## config.mk

```make
export PLATFORM = sky130hd
export DESIGN_NAME = mux_serial_ctrl
export DESIGN_NICKNAME = d
export VERILOG_FILES = /design/src/rtl/mux_serial_ctrl.sv
export SDC_FILE = /design/constraint.sdc
export NUM_CORES = 1
export LEC_CHECK = 0
export ABC_AREA = 1
export CORE_MARGIN = 2
export CORE_UTILIZATION = 55
export DETAILED_ROUTE_END_ITERATION = 8
export PLACE_DENSITY = 0.83
export SYNTH_ARGS = -nofsm -noshare
export SYNTH_HDL_FRONTEND = slang
export SYNTH_SLANG_ARGS = --single-unit
```

## constraint.sdc

```tcl
create_clock -name clock_i -period 2.56 [get_ports clock_i]
set_input_delay 0.512 -clock clock_i [delete_from_list [all_inputs] [get_ports clock_i]]
set_output_delay 0.512 -clock clock_i [all_outputs]
set_load 0.05 [all_outputs]
```

## src/rtl/mux_serial_ctrl.sv

```systemverilog
// mux_serial_ctrl: serializes a captured 7-bit word through a 7:1 mux.
// Each bit index is held for (rate+1) cycles, from index 0 up to the captured
// last index, followed by a one-cycle done pulse.
//
// state | meaning
// ------+-----------------------------------------------------------
// IDLE  | waiting for start; sel parked at 0, serial_out gated low
// SHIFT | stepping sel through 0..last_q, rate_q+1 cycles per index
// DONE  | single-cycle completion pulse, then back to IDLE
module mux_serial_ctrl #(
  parameter int DIV_WIDTH = 4
) (
  input  logic                 clock_i,
  input  logic                 reset_i,
  input  logic                 start_i,
  input  logic [6:0]           data_in_i,
  input  logic [2:0]           last_sel_i,
  input  logic [DIV_WIDTH-1:0] rate_i,
  output logic [2:0]           sel_o,
  output logic                 serial_out_o,
  output logic                 busy_o,
  output logic                 done_o
);

  typedef enum logic [1:0] {
    S_IDLE  = 2'd0,
    S_SHIFT = 2'd1,
    S_DONE  = 2'd2
  } state_t;

  localparam logic [DIV_WIDTH-1:0] CNT_ONE = DIV_WIDTH'(1);

  state_t               state_q, state_d;
  logic [2:0]           sel_q, sel_d;
  logic [DIV_WIDTH-1:0] cnt_q, cnt_d;
  logic [6:0]           data_q, data_d;
  logic [2:0]           last_q, last_d;
  logic [DIV_WIDTH-1:0] rate_q, rate_d;
  logic [7:0]           data_ext;

  // State and datapath registers; reset clears everything so outputs drop at once.
  always_ff @(posedge clock_i or posedge reset_i) begin
    if (reset_i) begin
      state_q <= S_IDLE;
      sel_q   <= '0;
      cnt_q   <= '0;
      data_q  <= '0;
      last_q  <= '0;
      rate_q  <= '0;
    end else begin
      state_q <= state_d;
      sel_q   <= sel_d;
      cnt_q   <= cnt_d;
      data_q  <= data_d;
      last_q  <= last_d;
      rate_q  <= rate_d;
    end
  end

  // Next-state logic: capture on start in IDLE, hold-counter driven stepping in SHIFT.
  always_comb begin
    state_d = state_q;
    sel_d   = sel_q;
    cnt_d   = cnt_q;
    data_d  = data_q;
    last_d  = last_q;
    rate_d  = rate_q;
    case (state_q)
      S_IDLE: begin
        sel_d = '0;
        if (start_i) begin
          data_d  = data_in_i;
          // Index 7 has no mux input behind it, so the last bit is clamped to 6.
          last_d  = (last_sel_i == 3'd7) ? 3'd6 : last_sel_i;
          rate_d  = rate_i;
          cnt_d   = rate_i;
          state_d = S_SHIFT;
        end
      end
      S_SHIFT: begin
        if (cnt_q == '0) begin
          if (sel_q < last_q) begin
            sel_d = sel_q + 3'd1;
            cnt_d = rate_q;
          end else begin
            // sel keeps its final index through the DONE cycle.
            state_d = S_DONE;
          end
        end else begin
          cnt_d = cnt_q - CNT_ONE;
        end
      end
      S_DONE: begin
        state_d = S_IDLE;
        sel_d   = '0;
      end
      default: begin
        state_d = S_IDLE;
        sel_d   = '0;
      end
    endcase
  end

  // Outputs decoded from registered state; serial_out is forced low outside SHIFT.
  always_comb begin
    data_ext     = {1'b0, data_q};
    busy_o       = (state_q == S_SHIFT);
    done_o       = (state_q == S_DONE);
    sel_o        = sel_q;
    serial_out_o = busy_o & data_ext[sel_q];
  end

endmodule
```

==> metrics.yaml, run 1 <==
synth:
  syn_avg_cell_area_um2: 7.75
  ys_types: 21
  synthCells: 163
  synth_nets: 184
  synth_xor_area_frac: 0.00693
  seq_area_frac_synth: 0.455
  muxShareOfSynthArea: 0
  syn-cell-area_um2: 1260
  yosys.area_share.simple: 0.317
  synth_top_family_by_area: "simple AND/OR/NAND/NOR gates"
  synth_top_cell_by_area: "dfrtp_1"
  synth-compound-area-share: 0.0812
  synth_top_cell_area_share: 0.455
  yosys-top-cells-area: "dfrtp_1, nand2_1, o21ai_0"
  yosysWarnings: 0
  yosys_register_bits: 23
  synth-adder-area-share: 0.0396
routing:
  wl_per_cell_um: 11.5
  drt_wl_total_mm: 2.49
  antenna_left: 0
  drc_errors: 0
  num_vias: 1104
  drt-pass1-iter-count: 4
  drt-vias-per-instance: 5.11
  first_iter_violations: 31
grt:
  grt_most_used_layer: "met2"
  grt_util_met1: 0.250
  grt_pass1_wl_mm: 4.20
  track_usage: 0.208
  grtUsageMet2: 0.369
  gr-usage-met3: 0.0316
  antenna_found_initial: 0
  grt_max_degree: 24
  grt_overflow_total: 0
  grt_pass1_vias: 1046
floorplan:
  io_pins: 23
  start_util: 0.577
  die-area_um2: 2700
  die_h_um: 51.9
  die_w_um: 51.9
  coreArea_um2: 2190
  rows: 17
cts:
  cts_tree: "yes"
  htree_levels: 1
  cts.sinks: 23
  root_buffer: "clkbuf_4"
  cts_made_buffers: 3
  path_clk_slew_ns: 0.13
  clk_latency_ns: 0.32
  post_cts_buffers: 0
  clockBufferDepth: 2
flow_run:
  maxCapViolCount: 0
critical_path:
  crit_type: "flop to output port"
  cp-start-kind: "flop"
  reg2reg_depth: 7
  slowest_stage: "clkdlybuf4s50_1"
  critPathMaxFanout: 12
  cpPeakStageDelay_ns: 0.83
  cp_cell_sequence: "inv_2 > nand2_4 > inv_4 > clkdlybuf4s50_1"
  rrSetupSlack_ns: 0.95
  rr_startpoint: "sel_o[2]"
  worstPathRequired_ns: 2.05
  cp.arrival_ns: 1.93
  crit_path_end_kind: "output port"
  r2r_end: "cnt_q[1]"
timing:
  grt_setup_unrepaired: "no"
  tns_ns: 0
  hold_viol: 0
  fin_crit_ns: 2.44
  worst_slew_pin_slew_ns: 0.524
  fmax_mhz: 410
  finalCritPeriodShare: 0.952
  slew_viol_final: 0
  setup_violations: 0
  finClkSkew_ns: 0.00388
  slew_headroom: 0.650
outcome:
  status: "completed"
power:
  p_per_area_nw_per_um2: 1240
  p_leak_nw: 0.785
  ir_worst_vdd_uv: 858
min_path:
  hold_path_depth: 2
  hold_end: "data_q[6]"
  hold_start: "data_q[6]"
  hold_path.class: "flop to flop"
place:
  placement.io_buffers: 22
  dp_hpwl_mm: 1.92
  dpl_cell_area_um2: 1500
  place_congestion: 0.816
layout:
  layout.area.seq_um2: 576
  fin_nets: 210
  fin_area_um2: 1530
  area_growth_pct: 21.1
  multi_input_area_um2: 562
  drive_gt1_frac: 0.106
  fillers: 193
  antenna_cells: 0
-- cells by family (layout without fill, tap and decap cells) --
family / Yosys count / after routing
compound gates: 20 / 20
xor+xnor: 1 / 1
fa+ha+maj: 4 / 4
buf+inv: 28 / 53
flops: 23 / 23
simple gates: 87 / 87
-- repair_timing --
item                                    CTS  global route
endpoints found under the setup margin    1             0
hold buffers                              0             0
gates resized for setup                   1             0
-- cell usage after synthesis --
| library cell | number |
|---|---|
| nand2_1 | 59 |
| dfrtp_1 | 23 |
| inv_1 | 20 |
| o21ai_0 | 16 |
| nand3_1 | 14 |
| ha_1 | 4 |
| inv_2 | 4 |
| nor2_1 | 4 |
| a21oi_1 | 3 |
| nand2_4 | 3 |
| buf_2 | 2 |
| nand2_2 | 2 |
| and3_2 | 1 |
| buf_12 | 1 |
| inv_4 | 1 |
| nand3_2 | 1 |
| nand3b_1 | 1 |
| nor2_2 | 1 |
| nor3_4 | 1 |
| o21a_1 | 1 |
| xor2_1 | 1 |
-- registers in the layout (all words and copies together) (netlist names) --
name and count:
cnt_q 4, data_q 7, state_q 2, last_q 3, rate_q 4, sel_o 3
-- through the flow --
step / setup slack, ns / hold slack (ns) / util / power [mW] / instances
floorplan: 0.660 / 0.442 / - / 1.50 / 163
global placement: 0.368 / 0.460 / 0.686 / 1.71 / 212
detailed placement: 0.332 / 0.476 / 0.686 / 1.76 / 212
CTS: 0.117 / 0.505 / 0.698 / 1.91 / 216
global route: 0.0333 / 0.516 / 0.698 / 2.07 / 216
finish: 0.123 / 0.501 / 0.698 / 1.90 / 216
-- worst max-delay path, delay by kind of cell (launching register included) --
family | cells | cell delay [ns]
buffers and inverters | 3 | 1.08
DFF | 1 | 0.44
and+or+nand+nor | 1 | 0.08
-- cell type report --
type | count | share of cell area
flip-flops and latches | 23 | 0.376
multi-input cells | 112 | 0.367
clock buffers | 3 | 0.0147
repair buffers | 24 | 0.153
well taps | 28 | 0.0229
clock inverters | 1 | 0.00327
inverters | 25 | 0.0630
-- metal layers --
layer  routed length [um]  vias to the layer above
met4                   39                        0
li1                     -                      554
met2                 1250                       23
met1                 1090                      522
met3                  105                        5
met5                    0                        -
-- cells in the final DEF (no fill, tap or decap) --
master            n
a21oi_1           3
and3_2            1
buf_4             2
clkbuf_4          3
clkdlybuf4s50_1  21
clkinv_2          1
dfrtp_1          23
dlygate4sd2_1     1
ha_1              4
inv_1            20
inv_2             4
inv_4             1
nand2_1          59
nand2_2           2
nand2_4           3
nand3_1          14
nand3_2           1
nand3b_1          1
nor2_1            4
nor2_2            1
nor3_4            1
o21a_1            1
o21ai_0          16
xor2_1            1
-- power by group --
group          internal (mW)  switching [mW]  leakage, nW  total (mW)
combinational          0.385           0.696        0.496        1.08
clock                 0.0585           0.111       0.0177       0.170
sequential             0.536           0.115        0.272       0.652
total                  0.980           0.923        0.785        1.90
-- worst max-delay path by stage --
stage | slack, ns | cells after the start | start | endpoint
finish | 0.12 | 4 | state_q[1] | busy_o
global route | 0.03 | 4 | state_q[1] | busy_o
CTS | 0.12 | 4 | state_q[1] | busy_o
detailed placement | 0.33 | 5 | state_q[1] | serial_out_o
global placement | 0.37 | 5 | state_q[1] | serial_out_o
floorplan | 0.66 | 5 | sel_o[0] | serial_out_o
(Power assumes the default switching activity.)
==> run 2: changes to the inputs <==
- MAX_ROUTING_LAYER: default -> met4
- clock period: 2.56 -> 3.1 ns (I/O delays scaled with it)
==> metrics.yaml, run 2 (synthesis gave the netlist of run 1 again) <==
routing:
  wl_per_cell_um: 11.9  # was 11.5 um
  first_iter_violations: 23  # was 31
  drt-vias-per-instance: 5.18  # was 5.11
  drt_wl_total_mm: 2.56  # was 2.49 mm
  num_vias: 1113  # was 1104
  drt-pass1-iter-count: 5  # was 4
  antenna_left: 0  # unchanged
  drc_errors: 0  # unchanged
floorplan:
  die_w_um: 51.9  # unchanged
  rows: 17  # unchanged
  start_util: 0.577  # unchanged
  die_h_um: 51.9  # unchanged
  die-area_um2: 2700  # unchanged
  io_pins: 23  # unchanged
  coreArea_um2: 2190  # unchanged
grt:
  grt_pass1_wl_mm: 4.51  # was 4.20 mm
  antenna_found_initial: 0  # unchanged
  grt_pass1_vias: 1146  # was 1046
  grt_overflow_total: 0  # unchanged
  track_usage: 0.232  # was 0.208
  grt_max_degree: 24  # unchanged
cts:
  path_clk_slew_ns: 0.12  # was 0.13 ns
  cts.sinks: 23  # unchanged
  cts_made_buffers: 3  # unchanged
  cts_hold_buf: 0  # unchanged
  post_cts_buffers: 0  # unchanged
  htree_levels: 1  # unchanged
  cts_resized: 0  # was 1
  clockBufferDepth: 2  # unchanged
  clk_latency_ns: 0.31  # was 0.32 ns
  root_buffer: "clkbuf_4"  # unchanged
  cts_tree: "yes"  # unchanged
critical_path:
  cp.arrival_ns: 2.07  # was 1.93 ns
  rr_startpoint: "cnt_q[0]"  # was sel_o[2]
  crit_buf_inv: 2  # was 3
  crit_family: "buffers and inverters"  # unchanged
  worstPathRequired_ns: 2.48  # was 2.05 ns
  critPathMaxFanout: 7  # was 12
  cp-start-kind: "flop"  # unchanged
  rrSetupSlack_ns: 1.52  # was 0.95 ns
  cpPeakStageDelay_ns: 0.79  # was 0.83 ns
  slowest_stage: "clkdlybuf4s50_1"  # unchanged
  crit_path_end_kind: "output port"  # unchanged
  crit_start: "sel_o[0]"  # was state_q[1]
  cp_cell_sequence: "inv_2 > nand2_1 > nand3_1 > nand3b_1 > and3_2 > clkdlybuf4s50_1"  # was inv_2 > nand2_4 > inv_4 > clkdlybuf4s50_1
  crit_type: "flop to output port"  # unchanged
layout:
  top_register: "data_q"  # unchanged
  largest_reg_flops: 7  # unchanged
  drive_gt1_frac: 0.0963  # was 0.106
  antenna_cells: 0  # unchanged
  final_cells: 215  # was 216
  fin_area_um2: 1520  # was 1530 um^2
  postLayoutCoreUtil: 0.695  # was 0.698
  most-common-layout-cells: "nand2_1, dfrtp_1, clkdlybuf4s50_1"  # unchanged
  area_growth_pct: 20.5  # was 21.1%
  fin_nets: 209  # was 210
  reg_top3: "data_q x7, cnt_q x4, rate_q x4"  # unchanged
  fillers: 184  # was 193
  final_common_cell: "nand2_1"  # unchanged
outcome:
  status: "completed"  # unchanged
timing:
  slew_viol_final: 0  # unchanged
  tns_ns: 0  # unchanged
  slew_headroom: 0.424  # was 0.650
  hold_viol: 0  # unchanged
  worst_slew_pin_slew_ns: 0.863  # was 0.524 ns
  fin_crit_ns: 2.69
  finClkSkew_ns: 0.00297  # was 0.00388 ns
  finalCritPeriodShare: 0.867
  grt_setup_unrepaired: "no"  # unchanged
  fmax_mhz: 372
  setup_violations: 0  # unchanged
  hold_ws_ns: 0.504  # was 0.501 ns
  layout_setup_ws_ns: 0.412  # was 0.123 ns
place:
  placement.io_buffers: 22  # unchanged
  dpl_cell_area_um2: 1500  # about the same
  dp_hpwl_mm: 1.99  # was 1.92 mm
  placedCellCount: 211  # was 212
  post-place-ws_ns: 0.758  # was 0.332 ns
  place_congestion: 0.856  # was 0.816
min_path:
  hold_start: "rate_q[2]"  # was data_q[6]
  hold_path.class: "flop to flop"  # unchanged
power:
  p_leak_nw: 0.777  # was 0.785 nW
  p_per_area_nw_per_um2: 1040  # was 1240 nW/um^2
  ir_worst_vdd_uv: 840  # was 858 uV
  total_power_mw: 1.58  # was 1.90 mW
flow_run:
  maxCapViolCount: 0  # unchanged
## run 2: cell types whose count changed in the layout (fill, tap and decap cells not counted)
| cell | delta |
|---|---|
| buf_4 | -1 |
| clkbuf_1 | +1 |
| dlygate4sd2_1 | -1 |
| clkinv_2 | -1 |
| clkdlybuf4s50_1 | +1 |
## run 2: metal layers
layer	global-route usage	routed length (um)	share of wire
met5	-	0	0
met4	0.114	36	0.014
met3	0.0316	109	0.043
met2	0.395	1290	0.50
met1	0.267	1130	0.44
## run 2: area by class of cell
cell class,instances,area [um^2],share of cell area
timing repair buffer,23,228,0.150
inverter,25,96.3,0.0633
multi-input combinational,112,562,0.369
clock buffer,4,26.3,0.0173
tap,28,35.0,0.0230
sequential,23,576,0.378
## run 2: tightest hold or removal path: cells and delay by family (launching register included)
family | cells | cell delay [ns]
flops | 1 | 0.36
simple gates | 2 | 0.12
## run 2: where the power goes
group	total (mW)	switching [mW]	internal, mW
clock	0.139	0.0883	0.0503
combinational	0.901	0.573	0.328
sequential	0.541	0.0984	0.443
total	1.58	0.760	0.822
## run 2: path summary, 6_finish.rpt
path | to | cells past startpoint
max in group asynchronous | sel_o[0] | 2
min reg2reg | rate_q[2] | 2
max | serial_out_o | 6
min | rate_q[2] | 2
max reg2reg | sel_o[2] | 9
min in group asynchronous | rate_q[1] | 2
==> run 3: changes to the inputs <==
- CORE_ASPECT_RATIO: default -> 0.8
- GPL_TIMING_DRIVEN: default -> 0
==> metrics.yaml, run 3 (synthesis gave the netlist of run 1 again) <==
outcome:
  status: "completed"  # unchanged
timing:
  tns_ns: 0  # unchanged
  worst_slew_pin_slew_ns: 0.873  # was 0.863 ns
  setup_violations: 0  # unchanged
  grt_setup_unrepaired: "no"  # unchanged
  fin_crit_ns: 2.74  # was 2.69 ns
  slew_viol_final: 0  # unchanged
  finClkSkew_ns: 0.00570  # was 0.00297 ns
  hold_viol: 0  # unchanged
  finalCritPeriodShare: 0.883  # was 0.867
  fmax_mhz: 365  # was 372 MHz
  slew_headroom: 0.417  # was 0.424
power:
  p_clk_frac: 0.085  # was 0.088
  comb_power_share: 0.580  # was 0.570
  seqPwrFrac: 0.335  # was 0.342
  p_leak_nw: 0.793  # was 0.777 nW
  p_int_mw: 0.848  # was 0.822 mW
  ir_worst_vdd_uv: 726  # was 840 uV
  p_sw_frac: 0.476  # was 0.480
  total_power_mw: 1.62  # was 1.58 mW
  switchingPower_mw: 0.771  # was 0.760 mW
  p_per_area_nw_per_um2: 1050  # was 1040 nW/um^2
routing:
  drt_wl_total_mm: 2.57  # was 2.56 mm
  num_vias: 1131  # was 1113
  antenna_left: 0  # unchanged
  drt-vias-per-instance: 5.29  # was 5.18
  wl_per_cell_um: 12.0  # was 11.9 um
  drc_errors: 0  # unchanged
  drt-pass1-iter-count: 4  # was 5
  first_iter_violations: 54  # was 23
place:
  place_congestion: 0.865  # was 0.856
  dp_hpwl_mm: 2.03  # was 1.99 mm
  placement.io_buffers: 22  # unchanged
  placedCellCount: 210  # was 211
critical_path:
  critPathMaxFanout: 7  # unchanged
  worstPathRequired_ns: 2.48  # about the same
  cp-start-kind: "flop"  # unchanged
  crit_path_end_kind: "output port"  # unchanged
  cp.arrival_ns: 2.12  # was 2.07 ns
  crit_type: "flop to output port"  # unchanged
floorplan:
  rows: 15  # was 17
  die_h_um: 46.9  # was 51.9 um
  die-area_um2: 2700  # about the same
  start_util: 0.586  # was 0.577
  coreArea_um2: 2160  # was 2190 um^2
  die_w_um: 57.6  # was 51.9 um
  io_pins: 23  # unchanged
layout:
  final_common_cell: "nand2_1"  # unchanged
  antenna_cells: 0  # unchanged
  drive_gt1_frac: 0.106  # was 0.0963
  largest_reg_flops: 7  # unchanged
  postLayoutCoreUtil: 0.714  # was 0.695
  top_register: "data_q"  # unchanged
  fin_nets: 211  # was 209
  fillers: 177  # was 184
  reg_top3: "data_q x7, cnt_q x4, rate_q x4"  # unchanged
  final_cells: 214  # was 215
  area_growth_pct: 22.0  # was 20.5%
  most-common-layout-cells: "nand2_1, dfrtp_1, clkdlybuf4s50_1"  # unchanged
grt:
  grt_pass1_wl_mm: 4.35  # was 4.51 mm
  grt_max_degree: 24  # unchanged
  grt_pass1_vias: 993  # was 1146
  grt_overflow_total: 0  # unchanged
  antenna_found_initial: 0  # unchanged
  track_usage: 0.224  # was 0.232
cts:
  clk_latency_ns: 0.31  # about the same
  cts_hold_buf: 0  # unchanged
  path_clk_slew_ns: 0.12  # about the same
  cts_resized: 0  # unchanged
  cts_made_buffers: 3  # unchanged
  cts.sinks: 23  # unchanged
  clockBufferDepth: 2  # unchanged
  htree_levels: 1  # unchanged
  post_cts_buffers: 0  # unchanged
  root_buffer: "clkbuf_4"  # unchanged
  cts_tree: "yes"  # unchanged
min_path:
  hold_path.class: "flop to flop"  # unchanged
flow_run:
  maxCapViolCount: 0  # unchanged
run 3: cell types whose count changed in the layout (fill, tap and decap cells not counted):
| cell | delta |
|---|---|
| buf_12 | +1 |
| buf_4 | -1 |
| buf_2 | +2 |
run 3: stage by stage:
stage	area (um^2)	worst slack [ns]	hold WS (ns)
after detailed placement	1520	0.715	0.466
after global routing	1540	0.232	0.530
after CTS	1540	0.346	0.498
final	1540	0.363	0.493
after global placement	1520	0.738	0.464
after floorplan	1260	1.09	0.442
run 3: layout make-up:
class / count / area [um^2] / share of cell area
Inverter: 25 / 96.3 / 0.0625
Buffer: 3 / 30.0 / 0.0195
Timing Repair Buffer: 22 / 220 / 0.143
Tap cell: 25 / 31.3 / 0.0203
Clock buffer: 4 / 26.3 / 0.0170
Sequential cell: 23 / 576 / 0.373
Multi-Input combinational cell: 112 / 562 / 0.364
run 3: worst paths after layout:
path	start	end	slack (ns)	cells after the start
setup / recovery	sel_o[0]	serial_out_o	0.36	6
hold / removal	rate_q[2]	rate_q[2]	0.49	2
setup reg to reg	sel_o[2]	cnt_q[3]	1.48	7
hold reg to reg	rate_q[2]	rate_q[2]	0.49	2
max in group asynchronous	reset_i	cnt_q[0]	1.78	2
min in group asynchronous	reset_i	sel_o[0]	0.78	2
run 3: per-layer routing:
layer,part of all wire,GRT usage,vias up
li1,-,-,559
met1,0.45,0.291,530
met2,0.47,0.361,38
met3,0.078,0.0606,4
met4,0.0089,0.0419,0
met5,0,-,-
run 3: power by group through the flow:
stage                     Sequential, mW  Combinational [mW]  Clock, mW
after floorplan                    0.576               0.666          0
after global placement             0.542               0.899          0
after detailed placement           0.549               0.939          0
after CTS                          0.542               0.942      0.143
after global routing               0.560                1.05      0.156
final                              0.542               0.938      0.138
run 3: worst max-delay path: stages, from the launching register on:
cell and delay, ns:
dfrtp_1 0.50, inv_2 0.10, nand2_1 0.08, nand3_1 0.07
nand3b_1 0.09, and3_2 0.17, clkdlybuf4s50_1 0.79
